$ cat src/rtl/aes_round_sequencer.sv
// Sequences round/max_round for external AES Encryption/Decryption cores, captures their
// results and shows one result byte on three 7-segment digits. Optional macro: AES_RESULT_CNT_EN.

module binary_to_bcd (
    input  logic [7:0]  bin_i,
    output logic [11:0] bcd_o
);
    logic [11:0] acc;

    // Double dabble: add 3 to any digit >= 5 before each shift.
    always_comb begin
        acc = '0;
        for (int i = 7; i >= 0; i--) begin
            if (acc[3:0] >= 4'd5) begin
                acc[3:0] = acc[3:0] + 4'd3;
            end
            if (acc[7:4] >= 4'd5) begin
                acc[7:4] = acc[7:4] + 4'd3;
            end
            if (acc[11:8] >= 4'd5) begin
                acc[11:8] = acc[11:8] + 4'd3;
            end
            acc = {acc[10:0], bin_i[i]};
        end
        bcd_o = acc;
    end
endmodule

module seven_seg (
    input  logic [3:0] digit_i,
    output logic [6:0] seg_o
);
    // Active-high segments, bit order gfedcba.
    always_comb begin
        seg_o = 7'h00;
        case (digit_i)
            4'd0: seg_o = 7'h3F;
            4'd1: seg_o = 7'h06;
            4'd2: seg_o = 7'h5B;
            4'd3: seg_o = 7'h4F;
            4'd4: seg_o = 7'h66;
            4'd5: seg_o = 7'h6D;
            4'd6: seg_o = 7'h7D;
            4'd7: seg_o = 7'h07;
            4'd8: seg_o = 7'h7F;
            4'd9: seg_o = 7'h6F;
            default: seg_o = 7'h00;
        endcase
    end
endmodule

module aes_round_sequencer #(
    parameter int CNT_W     = 6,
    parameter int DISP_BYTE = 0
) (
    input  logic             clk,
    input  logic             rst,
    input  logic             in_valid,
    output logic             in_ready,
    input  logic [1:0]       sel,
    input  logic [127:0]     data_in,
    input  logic [255:0]     key_in,
    output logic [CNT_W-1:0] round,
    output logic [CNT_W-1:0] max_round,
    input  logic [127:0]     enc_state,
    input  logic [127:0]     dec_state,
    output logic [127:0]     ct_out,
    output logic [127:0]     pt_out,
    output logic             out_valid,
    input  logic             out_ready,
    output logic             busy,
    output logic             match,
    output logic [20:0]      sevseg,
    output logic [7:0]       pass_cnt,
    output logic [7:0]       fail_cnt,
    output logic [1:0]       dbg_state_o
);
    // Handshakes: a transfer happens on a rising clk edge where valid and ready are both high;
    // in_ready is high only in IDLE, out_valid only in HOLD, and HOLD data is frozen until taken.
    typedef enum logic [1:0] {
        S_IDLE = 2'd0,
        S_ENC  = 2'd1,
        S_DEC  = 2'd2,
        S_HOLD = 2'd3
    } state_t;

    state_t           state_q, state_d;
    logic [CNT_W-1:0] round_q, round_d;
    logic [CNT_W-1:0] nr_q, nr_d;
    logic [CNT_W-1:0] nr_sel;
    logic [CNT_W-1:0] two_nr;
    logic [127:0]     pt_lat_q, pt_lat_d;
    logic [255:0]     key_q, key_d;
    logic [127:0]     ct_q, ct_d;
    logic [127:0]     pt_q, pt_d;
    logic             match_q, match_d;
    logic             ready_q;
    logic             key_unused;
    logic [7:0]       disp_byte;
    logic [11:0]      bcd;

    always_comb begin
        case (sel)
            2'd0:    nr_sel = CNT_W'(10);
            2'd1:    nr_sel = CNT_W'(12);
            default: nr_sel = CNT_W'(14);
        endcase
    end

    assign two_nr = nr_q << 1;

    // The job key is held for the cores' key schedule; nothing in this block consumes it.
    assign key_unused = ^key_q;

    // ENC spans rounds 0..Nr and DEC spans Nr..2Nr (round holds on the hand-over edge),
    // so a job takes 2*Nr+2 cycles from accept to out_valid.
    always_comb begin
        state_d  = state_q;
        round_d  = round_q;
        nr_d     = nr_q;
        pt_lat_d = pt_lat_q;
        key_d    = key_q;
        ct_d     = ct_q;
        pt_d     = pt_q;
        match_d  = match_q;
        case (state_q)
            S_IDLE: begin
                if (in_valid && ready_q) begin
                    pt_lat_d = data_in;
                    key_d    = key_in;
                    nr_d     = nr_sel;
                    round_d  = '0;
                    state_d  = S_ENC;
                end
            end
            S_ENC: begin
                if (round_q == nr_q) begin
                    ct_d    = enc_state;
                    state_d = S_DEC;
                end else begin
                    round_d = round_q + 1'b1;
                end
            end
            S_DEC: begin
                if (round_q == two_nr) begin
                    pt_d    = dec_state;
                    match_d = (dec_state == pt_lat_q);
                    state_d = S_HOLD;
                end else begin
                    round_d = round_q + 1'b1;
                end
            end
            S_HOLD: begin
                if (out_ready) begin
                    state_d = S_IDLE;
                end
            end
            default: state_d = S_IDLE;
        endcase
    end

    always_ff @(posedge clk or negedge rst) begin
        if (!rst) begin
            state_q  <= S_IDLE;
            round_q  <= '0;
            nr_q     <= CNT_W'(10);
            pt_lat_q <= '0;
            key_q    <= '0;
            ct_q     <= '0;
            pt_q     <= '0;
            match_q  <= 1'b0;
            ready_q  <= 1'b0;
        end else begin
            state_q  <= state_d;
            round_q  <= round_d;
            nr_q     <= nr_d;
            pt_lat_q <= pt_lat_d;
            key_q    <= key_d;
            ct_q     <= ct_d;
            pt_q     <= pt_d;
            match_q  <= match_d;
            ready_q  <= (state_d == S_IDLE);
        end
    end

    assign in_ready    = ready_q;
    assign round       = round_q;
    assign max_round   = nr_q;
    assign ct_out      = ct_q;
    assign pt_out      = pt_q;
    assign out_valid   = (state_q == S_HOLD);
    assign busy        = (state_q == S_ENC) || (state_q == S_DEC);
    assign match       = match_q;
    assign dbg_state_o = state_q;

`ifdef AES_RESULT_CNT_EN
    logic       cap_pt;
    logic [7:0] pass_q, fail_q;

    assign cap_pt = (state_q == S_DEC) && (round_q == two_nr);

    always_ff @(posedge clk or negedge rst) begin
        if (!rst) begin
            pass_q <= '0;
            fail_q <= '0;
        end else if (cap_pt) begin
            if (match_d) begin
                if (pass_q != 8'hFF) begin
                    pass_q <= pass_q + 8'd1;
                end
            end else begin
                if (fail_q != 8'hFF) begin
                    fail_q <= fail_q + 8'd1;
                end
            end
        end
    end

    assign pass_cnt = pass_q;
    assign fail_cnt = fail_q;
`else
    assign pass_cnt = '0;
    assign fail_cnt = '0;
`endif

    // Ciphertext is shown while decrypting; the decrypted text otherwise.
    assign disp_byte = (state_q == S_DEC) ? ct_q[DISP_BYTE*8 +: 8] : pt_q[DISP_BYTE*8 +: 8];

    binary_to_bcd u_bcd (
        .bin_i (disp_byte),
        .bcd_o (bcd)
    );

    seven_seg u_seg_hund (
        .digit_i (bcd[11:8]),
        .seg_o   (sevseg[20:14])
    );

    seven_seg u_seg_tens (
        .digit_i (bcd[7:4]),
        .seg_o   (sevseg[13:7])
    );

    seven_seg u_seg_unit (
        .digit_i (bcd[3:0]),
        .seg_o   (sevseg[6:0])
    );
endmodule
$ cat config.mk
export PLATFORM = sky130hd
export DESIGN_NAME = aes_round_sequencer
export DESIGN_NICKNAME = d
export VERILOG_FILES = /design/src/rtl/aes_round_sequencer.sv
export SDC_FILE = /design/constraint.sdc
export NUM_CORES = 1
export LEC_CHECK = 0
export ABC_AREA = 1
export CORE_AREA = 2 2 370 372
export CTS_CLUSTER_SIZE = 20
export DETAILED_ROUTE_END_ITERATION = 8
export DIE_AREA = 0 0 372 374
export GPL_TIMING_DRIVEN = 0
export HOLD_SLACK_MARGIN = 0.12
export SYNTH_ARGS = -nofsm -noshare
export SYNTH_HDL_FRONTEND = slang
export SYNTH_HIERARCHICAL = 1
export SYNTH_SLANG_ARGS = --single-unit
$ cat constraint.sdc
create_clock -name clk -period 5.75 [get_ports clk]
set_input_delay 0.575 -clock clk [delete_from_list [all_inputs] [get_ports clk]]
set_output_delay 0.575 -clock clk [all_outputs]
set_load 0.005 [all_outputs]
After elaboration in Yosys (flattened, before gate mapping) --
Memory sizes are Yosys's and may differ from the RTL's. Cells that the tools add are included.
Word-level totals: memories kept 3, bits of input ports 646, bits in registers 400, logic and storage cells 64, ROM bits 336, output and inout port bits 311
Memory list:
- (name not given) | words 16, bits a word 7, rd ports 1, clocked after Yosys merged registers in 0, wr ports 0, RTL line 36 | case (digit_i)
- (name not given) | words 16, bits a word 7, rd ports 1, clocked after Yosys merged registers in 0, wr ports 0, RTL line 36
- (name not given) | words 16, bits a word 7, rd ports 1, clocked after Yosys merged registers in 0, wr ports 0, RTL line 36
Operators by class: equal/unequal tests 10, muxes and demuxes 18, $add $sub $neg 8, reductions and logical operators 10, magnitude comparators 7
Operators by type and width (count):
- $eq 128x128->1 | 1
- $mux 4 | 7
- $add 4x2->4 const B | 5
- $ge 4x3->1 const B | 5
- $mux 6 | 3
- $pmux 6 s3 | 1
- $eq 6x6->1 | 2
- $add 3x2->4 const B | 2
- $mux 2 | 4
- $mux 8 | 1
- $pmux 2 s4 | 1
- $add 6x1->6 const B | 1
- $ge 3x3->1 const B | 2
- $logic_not 2->1 | 3
- $ne 2x2->1 const B | 3
- $pmux 3 s2 | 1
- $reduce_and 2->1 | 3
- $eq 2x1->1 const B | 2
- $eq 2x2->1 const B | 2
- $reduce_and 4->1 | 1
- $reduce_bool 3->1 | 1
- $logic_and 1x1->1 | 1
- $logic_or 1x1->1 | 1

Logic depth before layout (Yosys ltp) --
Gate-level depths: netlist of the first run. An unclocked memory read counts as a cell.
depth in word-level cells 13, depth in mapped cells 45, mapped depth without buffers 44

Hierarchy --
The synthesis of the first run kept the hierarchy.
By module, submodules not included:
- aes_round_sequencer | seq. area each 9910.8 um^2, area each 17028.8 um^2, cells each 2020, times used 1
- binary_to_bcd | seq. area each 0.0 um^2, area each 872.1 um^2, cells each 144, times used 1
- seven_seg | seq. area each 0.0 um^2, area each 210.2 um^2, cells each 39, times used 3

Least setup slack after synthesis of the first run --
Ideal clock, no wire load.
path kind register -> output, start point register state_q[0] (netlist: dbg_state_o[0]), end point output port sevseg[10], required time 5.175 ns, cell stages (with the launch flop) 41, arrival 4.698 ns, slack 0.477 ns, cells stage by stage dfrtp_1 > inv_1 > ha_1 > clkbuf_1 > inv_1 > nand2_1 > nand2_1 > ha_1 > inv_1 > nand2_4 > nand2_1 > nand2_1 > nand2_1 > ha_1 > inv_2 > or2_2 > nand2_4 > nand3_1 > [5 not listed] > inv_1 > nand4_2 > nand2_1 > ha_1 > nand2_1 > o2111ai_1 > nand2_1 > nand2_2 > nand2_4 > nand2_2 > nand2_1 > nand2_1 > inv_1 > ha_1 > nand2_1 > nand2_1 > nand2_1 > nand2_1
Between the ends: cells in the longest elaborated chain, start to end 13, elaborated cells between the ends (all ways) 24, classes of those cells 7 x add/sub; 7 x order compare; 1 x eq/ne; 8 x mux; 1 x memory
RTL lines:
- start, declared | RTL line 87 | state_t state_q, state_d;
- start signal, assigned | RTL line 174 | state_q <= state_d;
- $eq 2x2->1 * | RTL line 227 | assign disp_byte = (state_q == S_DEC) ? ct_q[DISP_BYTE*8 +: 8] : pt_q[DISP_BYTE*8 +: 8];
- $mux 8 * | RTL line 227
- via disp_byte[5] | RTL line 99 | logic [7:0] disp_byte;
- $add 3x2->4 / $ge 3x3->1 (equally long branches) | RTL line 15, 14
- $mux 4 * | RTL line 14 | if (acc[3:0] >= 4'd5) begin
- $add 4x2->4 / $ge 4x3->1 (equally long branches) | RTL line 15, 14
- $mux 4 | RTL line 14
- $add 4x2->4 / $ge 4x3->1 (equally long branches) | RTL line 15, 14
- $mux 4 | RTL line 14
- $add 4x2->4 (tied with other cells) | RTL line 15 | acc[3:0] = acc[3:0] + 4'd3;
- $mux 4 (on tied branches) | RTL line 14, 17
- $add 4x2->4 / $ge 4x3->1 (equally long branches) | RTL line 18, 17
- $mux 4 * | RTL line 17 | if (acc[7:4] >= 4'd5) begin
- via bcd[5] | RTL line 100 | logic [11:0] bcd;
- $mem_v2 16x7 *
- end, declared | RTL line 73 | output logic [20:0] sevseg,
Mark *: on every way through the listed nets, which the timed path passes. The rest lies on a longest branch.

Worst setup path in the final report of the first run --
start point register state_q[1] (netlist: dbg_state_o[1]), end point output port sevseg[3]
Between the ends: elaborated cells between the ends (all ways) 18, classes of those cells 5 x add/sub; 5 x order compare; 1 x eq/ne; 6 x mux; 1 x memory
RTL lines (RTL line):
- $eq 2x2->1 * | 227
- $mux 8 * | 227
- via disp_byte[4] | 99
- $add 4x2->4 / $ge 4x3->1 (equally long branches) | 15, 14
- $mux 4 * | 14
- $add 4x2->4 / $ge 4x3->1 (equally long branches) | 15, 14
- $mux 4 * | 14
- $add 4x2->4 / $ge 4x3->1 (equally long branches) | 15, 14
- $mux 4 * | 14
- $ge 4x3->1 * | 14
- $mux 4 * | 14
- via bcd[1] | 100
- $mem_v2 16x7 *
Marked as above.

==> out/results.tsv, run 1 <==
stage	metric	value	unit
outcome	status	completed	
critical_path	cells on worst reg2reg path	8	
clocking	TritonCTS clock tree	built	
layout	Net count, final	3754	
die	DIE AREA	0.139	mm^2
clocking	Max Root-Sink Buffers	3	
grt	total track usage	12.8	%
synth	Synth Register Bits	396	
synth	Post-synth EDFFs	0	
power	Max VDD drop	0.000941	V
synth	Post-Synth Adder-Cell Area	2.23	%
critical_path	reg2reg start	dbg_state_o[1]	
critical_path	Top delay family on crit path	simple AND/OR/NAND/NOR gates	
critical_path	Crit path buffers/inverters	10	
route	DRC	0	
placed_design	placer congestion estimate	0.889	
min_path	hold depth	2	
route	final WL	91800	um
critical_path	CP Data Arrival Time	4960	ps
timing	final setup TNS	0	ps
layout	non-filler cells, final	4903	
placed_design	Post-Place Cells	4763	
synth	Synth top area share	53.3	%
critical_path	reg-to-reg slack, setup	2390	ps
power	Pwr Density	784	mW/mm^2
synth	top post-synthesis cells by area	dfrtp_1 (53%), nand2_1 (27%), xnor2_1 (4.3%), ha_1 (2.2%), buf_4 (1.8%)	
clocking	CTS Buf Count	51	
synth	sequential fraction of the synthesis area	53.5	%
grt	first-pass GRT wire length	128000	um
synth	mapped cell area	0.0185	mm^2
job	Max-Cap Viols	0	
critical_path	slowest CP cell	dfrtp_2	
synth	Post-Synth XOR/XNOR Area	5.77	%
critical_path	Worst R2R End	pt_lat_q[123]	
synth	syn_area_per_cell	8.12	um^2
timing	fin crit share	96.2	%
critical_path	Worst setup EP type	output pin	
synth	mux cell area share after synthesis	0	%
synth	Synth area leader	dfrtp_1	
timing	Post-Route Skew	29.9	ps
clocking	root buffer cell	clkbuf_16	
route	WL met2	41700	um
route	Iteration-0 DRC Markers	837	
route	DR WL met3	7720	um
synth	Ys Warns	6	
die	Die Span X	372	um
synth	post-synthesis compound-gate area fraction	1.54	%
power	Pwr Total	23.6	mW
timing	max-slew violation count	0	
layout	share of cells above drive strength 1	11.4	%
critical_path	number of stages on the worst setup path	37	
synth	Synth Area in Simple Gates	31.5	%
layout	fillers	14754	
synth	largest family of logic cells by synthesized area	simple AND/OR/NAND/NOR gates	
die	initial core utilization	13.7	%
critical_path	crit path launch	dbg_state_o[1]	
route	WL per Instance	18.7	um
timing	Hold Fails Final Rpt	0	
route	DR vias	17664	
grt	total congestion overflow	0	
timing	Fmax	181	MHz
die	Core Box Area	0.135	mm^2
critical_path	CP max FO	5	
synth	count of mapped cells out of synthesis	2281	
critical_path	CP startpoint kind	flip-flop	
grt	number of global-route vias before repair	18046	
grt	largest net degree at the start of global routing	109	
timing	worst slew pin tran	1310	ps
clocking	Skew-Pair Late Insertion Delay	610	ps
die	Top Ports	957	
clocking	CTS sink count	396	
placed_design	post-DP HPWL	72600	um
route	Max Used Layer	met5	
timing	post-layout min period	5530	ps
timing	Final setup viols	0	
synth	Main synth FF type	dfrtp_1	
route	post-route ant nets	0	
critical_path	most used cell, CP	nand2_4	
critical_path	capture point of the critical path	sevseg[3]	
placed_design	I/O Buffers	679	
die	num rows	135	
die	Die H	374	um
critical_path	WP data required	5180	ps
timing	Slew headroom	12.5	%
route	vias per cell	3.60	
synth	number of library cell types mapped by synthesis	37	
synth	ys async rst share	100	%
clocking	Clock transition at path regs	50	ps
layout	Layout area overhead	62.6	%
route	DRT met1 WL	38300	um
min_path	HP Class	reg -> reg	
clocking	H-Tree Depth	2	
critical_path	CP Class	reg -> out	
power	LEAKAGE	13.8	nW
grt	initial antenna violation count	13	
critical_path	Largest stage delay, worst path	430	ps
route	1st-pass router iterations	5	
[cells in the mapped netlist (2+ instances only)]
cell	count
conb_1	3
nand3_2	7
buf_2	32
xnor2_1	91
nand2_1	1326
clkbuf_1	27
ha_1	33
dfrtp_1	395
nand2_2	17
o21ai_0	38
a21oi_1	3
inv_4	2
xor2_1	31
buf_1	2
nand3b_1	2
buf_6	2
nand3_1	28
nor2_4	2
nand4_1	15
inv_2	17
nand3_4	3
nand2_4	11
o21ai_1	6
nor2_1	54
inv_1	78
buf_4	45
[cells by family (layout without fill, tap and decap cells)]
kind of cell,Yosys count,after routing
flip-flops,396,396
AND/OR/NAND/NOR,1470,1470
XOR/XNOR,122,122
adder cells (fa/ha/maj),33,33
AO/OA/AOI/OAI,51,51
other,3,27
buffers and inverters,206,1023
[stage by stage]
| stage | instance area [um^2] | hold slack, ps | utilization (%) | setup slack [ps] |
|---|---|---|---|---|
| floorplan | 18600 | 279 | - | 477 |
| global placement | 27600 | 454 | 20.5 | -15200 |
| detailed placement | 27700 | 459 | 20.5 | -978 |
| CTS | 29700 | 419 | 22.0 | 45.8 |
| global route | 30100 | 447 | 22.3 | -106 |
| finish | 30100 | 470 | 22.3 | 218 |
[how the worst min path moves through the flow]
stage	start	to	slack, ps
after floorplan	rst	ct_out[0]	280
after global placement	pt_out[10]	pt_out[10]	450
after detailed placement	pt_out[16]	pt_out[16]	460
after CTS	data_in[54]	pt_lat_q[54]	420
after global routing	data_in[57]	pt_lat_q[57]	450
final	pt_out[116]	pt_out[116]	470
[what timing repair did]
item | in CTS | in global routing
gates resized for setup | 80 | 100
endpoints found under the setup margin | 20 | 19
setup buffers | 25 | 15
hold buffers | 1 | 0
pin swaps | 16 | 28
hold endpoints to repair | 81 | 0
[worst reg2reg max path, cell delays in order (launching register included)]
cell	delay (ps)
dfrtp_2	430
buf_4	160
inv_1	110
ha_1	210
nand2_2	470
inv_2	600
clkbuf_1	1050
nand2_1	170
nand2_1	110
[placed cells by master (no fill, tap or decap), types with 11 or more instances in the layout]
cell and n:
o21ai_0 38, nand2_2 29, nand4_1 15, clkbuf_16 52
dfrtp_1 393, clkbuf_1 37, xor2_1 30, nand2_1 1298
nor2_1 53, inv_1 67, nand3_1 23, clkdlybuf4s50_1 659
conb_1 22, xnor2_1 91, ha_1 18, clkbuf_2 11
buf_2 36, inv_2 22, nand2_4 26, buf_4 82
[power breakdown]
group	total, mW	leakage, nW	switching [mW]	internal (mW)
clock	3.31	0.842	1.34	1.97
sequential	4.35	4.43	0.646	3.70
combinational	16.0	8.53	9.10	6.86
[registers in the layout, summed over array words and instances (netlist names)]
register	flops
ct_out	128
pt_lat_q	128
pt_out	128
round	6
dbg_state_o	2
max_round	2
in_ready	1
match	1
[area by class of cell]
type	instances	area [um^2]	share of cell area [%]
Sequential cell	396	9910	32.9
Multi-Input combinational cell	1698	8090	26.9
Timing Repair Buffer	723	7150	23.7
Tap cell	1781	2230	7.39
Clock buffer	71	1430	4.75
Buffer	107	628	2.08
Inverter	98	397	1.32
Clock inverter	24	284	0.942
Antenna cell	5	12.5	0.0415
[routing by layer]
metal,track usage [%],up-vias
li1,-,8478
met1,15.3,8351
met2,20.8,674
met3,4.22,153
met4,5.34,8
met5,0,-
No activity file was read; power rests on OpenSTA's default activity.
==> run 2: changes to the inputs <==
Settings changed: CTS_BUF_LIST set to sky130_fd_sc_hd__clkbuf_16.
==> out/results.tsv, run 2 (synthesis gave the netlist of run 1 again) <==
stage	metric	value	unit	change
timing	fin crit share	96.1	%	was 96.2%
layout	share of cells above drive strength 1	11.0	%	was 11.4%
clocking	Clock transition at path regs	50	ps	about the same
grt	total track usage	12.8	%	about the same
die	Core Box Area	0.135	mm^2	unchanged
power	sw frac	46.8	%	was 46.9%
timing	Post-Route Skew	32.8	ps	was 29.9 ps
critical_path	slowest CP cell	dfrtp_2		unchanged
critical_path	CP max FO	5		unchanged
die	DIE AREA	0.139	mm^2	unchanged
clocking	CTS Buf Count	51		unchanged
route	1st-pass router iterations	5		unchanged
grt	initial antenna violation count	13		unchanged
route	vias per cell	3.59		was 3.60
critical_path	Top delay family on crit path	simple AND/OR/NAND/NOR gates		unchanged
outcome	status	completed		unchanged
critical_path	Worst setup EP type	output pin		unchanged
timing	Slew headroom	11.7	%	was 12.5%
layout	most frequent cells in the layout	nand2_1 (1299), clkdlybuf4s50_1 (659), dfrtp_1 (393)		was nand2_1 (1298), clkdlybuf4s50_1 (659), dfrtp_1 (393)
die	Top Ports	957		unchanged
timing	max-slew violation count	0		unchanged
clocking	Skew-Pair Late Insertion Delay	620	ps	was 610 ps
die	Die Span X	372	um	unchanged
layout	Core Util, Final	22.2	%	was 22.3%
placed_design	I/O Buffers	679		unchanged
layout	final std cell area, no fill	0.0300	mm^2	was 0.0301 mm^2
power	Logic pwr share	67.1	%	was 67.6%
critical_path	CP startpoint kind	flip-flop		unchanged
die	num rows	135		unchanged
power	Pwr Density	765	mW/mm^2	was 784 mW/mm^2
timing	worst slew pin tran	1330	ps	was 1310 ps
layout	most common cell after layout, fill and taps aside	nand2_1		unchanged
route	Iteration-0 DRC Markers	842		was 837
placed_design	placer congestion estimate	0.889		unchanged
route	post-route ant nets	0		unchanged
power	P_sw	10.7	mW	was 11.1 mW
critical_path	most used cell, CP	nand2_4		unchanged
clocking	H-Tree Depth	2		unchanged
clocking	CTS sink count	396		unchanged
grt	first-pass GRT wire length	128000	um	about the same
layout	Net count, final	3754		unchanged
route	WL per Instance	18.7	um	about the same
power	Seq pwr share	19.0	%	was 18.4%
timing	Hold Fails Final Rpt	0		unchanged
power	Int Pwr	12.2	mW	was 12.5 mW
clocking	TritonCTS clock tree	built		unchanged
layout	Layout area overhead	61.8	%	was 62.6%
critical_path	WP data required	5180	ps	about the same
route	DR vias	17597		was 17664
power	Max VDD drop	0.000867	V	was 0.000941 V
power	Pwr Total	22.9	mW	was 23.6 mW
job	Max-Cap Viols	0		unchanged
clocking	root buffer cell	clkbuf_16		unchanged
grt	number of global-route vias before repair	18058		was 18046
route	final WL	91500	um	was 91800 um
placed_design	Placed Area	0.0277	mm^2	unchanged
clocking	Max Root-Sink Buffers	3		unchanged
critical_path	CP Data Arrival Time	4950	ps	was 4960 ps
min_path	HP Class	reg -> reg		unchanged
power	Clock Power Share	14.0	%	about the same
timing	Final setup viols	0		unchanged
timing	post-layout min period	5530	ps	about the same
die	initial core utilization	13.7	%	unchanged
power	LEAKAGE	13.8	nW	about the same
timing	Fmax	181	MHz	about the same
critical_path	CP Class	reg -> out		unchanged
critical_path	Largest stage delay, worst path	430	ps	about the same
route	DRC	0		unchanged
critical_path	Crit path buffers/inverters	10		unchanged
placed_design	DP Worst Slack	-978	ps	unchanged
grt	largest net degree at the start of global routing	109		unchanged
placed_design	post-DP HPWL	72600	um	unchanged
timing	RSZ-0062 raised after global routing	true		
die	Die H	374	um	unchanged
grt	total congestion overflow	0		unchanged
timing	Final WS setup	224	ps	was 218 ps
[run 2: changes by cell type in the layout (fill, tap and decap cells not counted), moves of 3 or more]
cell,before,now
inv_1,67,80
nand3_4,9,6
clkbuf_8,6,0
nand3_2,6,9
ha_1,18,21
clkinv_1,1,7
clkbuf_1,37,24
[run 2: cell type report]
cell class                 count  area, um^2
clock inverter                43         355
buffer                       107         628
fill                       14764      105000
multi-input combinational   1698        8020
sequential                   396        9910
antenna                        6        15.0
clock buffer                  52        1300
tap                         1781        2230
inverter                      98         387
timing repair buffer         723        7150
[run 2: final timing paths]
| check | start | to | slack, ps | cells past startpoint |
|---|---|---|---|---|
| setup / recovery | dbg_state_o[1] | sevseg[3] | 220 | 37 |
| hold / removal | pt_out[116] | pt_out[116] | 470 | 2 |
| setup reg to reg | dbg_state_o[1] | pt_lat_q[123] | 2330 | 8 |
| hold reg to reg | pt_out[116] | pt_out[116] | 470 | 2 |
| max in group asynchronous | rst | pt_out[41] | 3460 | 4 |
| min in group asynchronous | rst | ct_out[57] | 590 | 2 |
[run 2: what timing repair did]
item / in CTS / in global routing
pin swaps: 16 / 26
endpoints found under the hold margin: 81 / 0
setup buffers: 25 / 15
endpoints found under the setup margin: 20 / 19
resized for setup: 80 / 82
hold buffers: 1 / 0
[run 2: metal layers]
| metal | vias to the layer above | share of wire (%) | track usage (%) |
|---|---|---|---|
| li1 | 8485 | - | - |
| met1 | 8304 | 42 | 15.2 |
| met2 | 647 | 45 | 20.8 |
| met3 | 153 | 8.5 | 4.24 |
| met4 | 8 | 4.3 | 5.32 |
| met5 | - | 0.062 | 0 |
[run 2: worst register-to-register path, cell delays in order (launching register included)]
cell and delay, ps:
dfrtp_2 430, buf_4 160, inv_1 110, ha_1 210
nand2_2 500, inv_2 620, clkbuf_1 1060, nand2_1 170
nand2_1 110
[run 2: power by group through the flow]
stage	Combinational [mW]	Clock, mW	Sequential [mW]
3_5_place_dp	13.2	0	4.38
4_1_cts	13.4	3.33	4.35
5_1_grt	17.0	3.43	4.46
6_report	15.4	3.21	4.35
3_3_place_gp	13.0	0	4.37
2_1_floorplan	6.90	0	4.28
[run 2: through the flow]
| stage | std cells | hold WS (ps) | setup TNS, ps |
|---|---|---|---|
| 6_report | 4904 | 470 | 0 |
| 5_1_grt | 4899 | 447 | -1320 |
| 4_1_cts | 4883 | 419 | 0 |
| 3_5_place_dp | 4763 | 459 | -13200 |
| 3_3_place_gp | 4760 | 454 | -5934370 |
| 2_1_floorplan | 2300 | 279 | 0 |
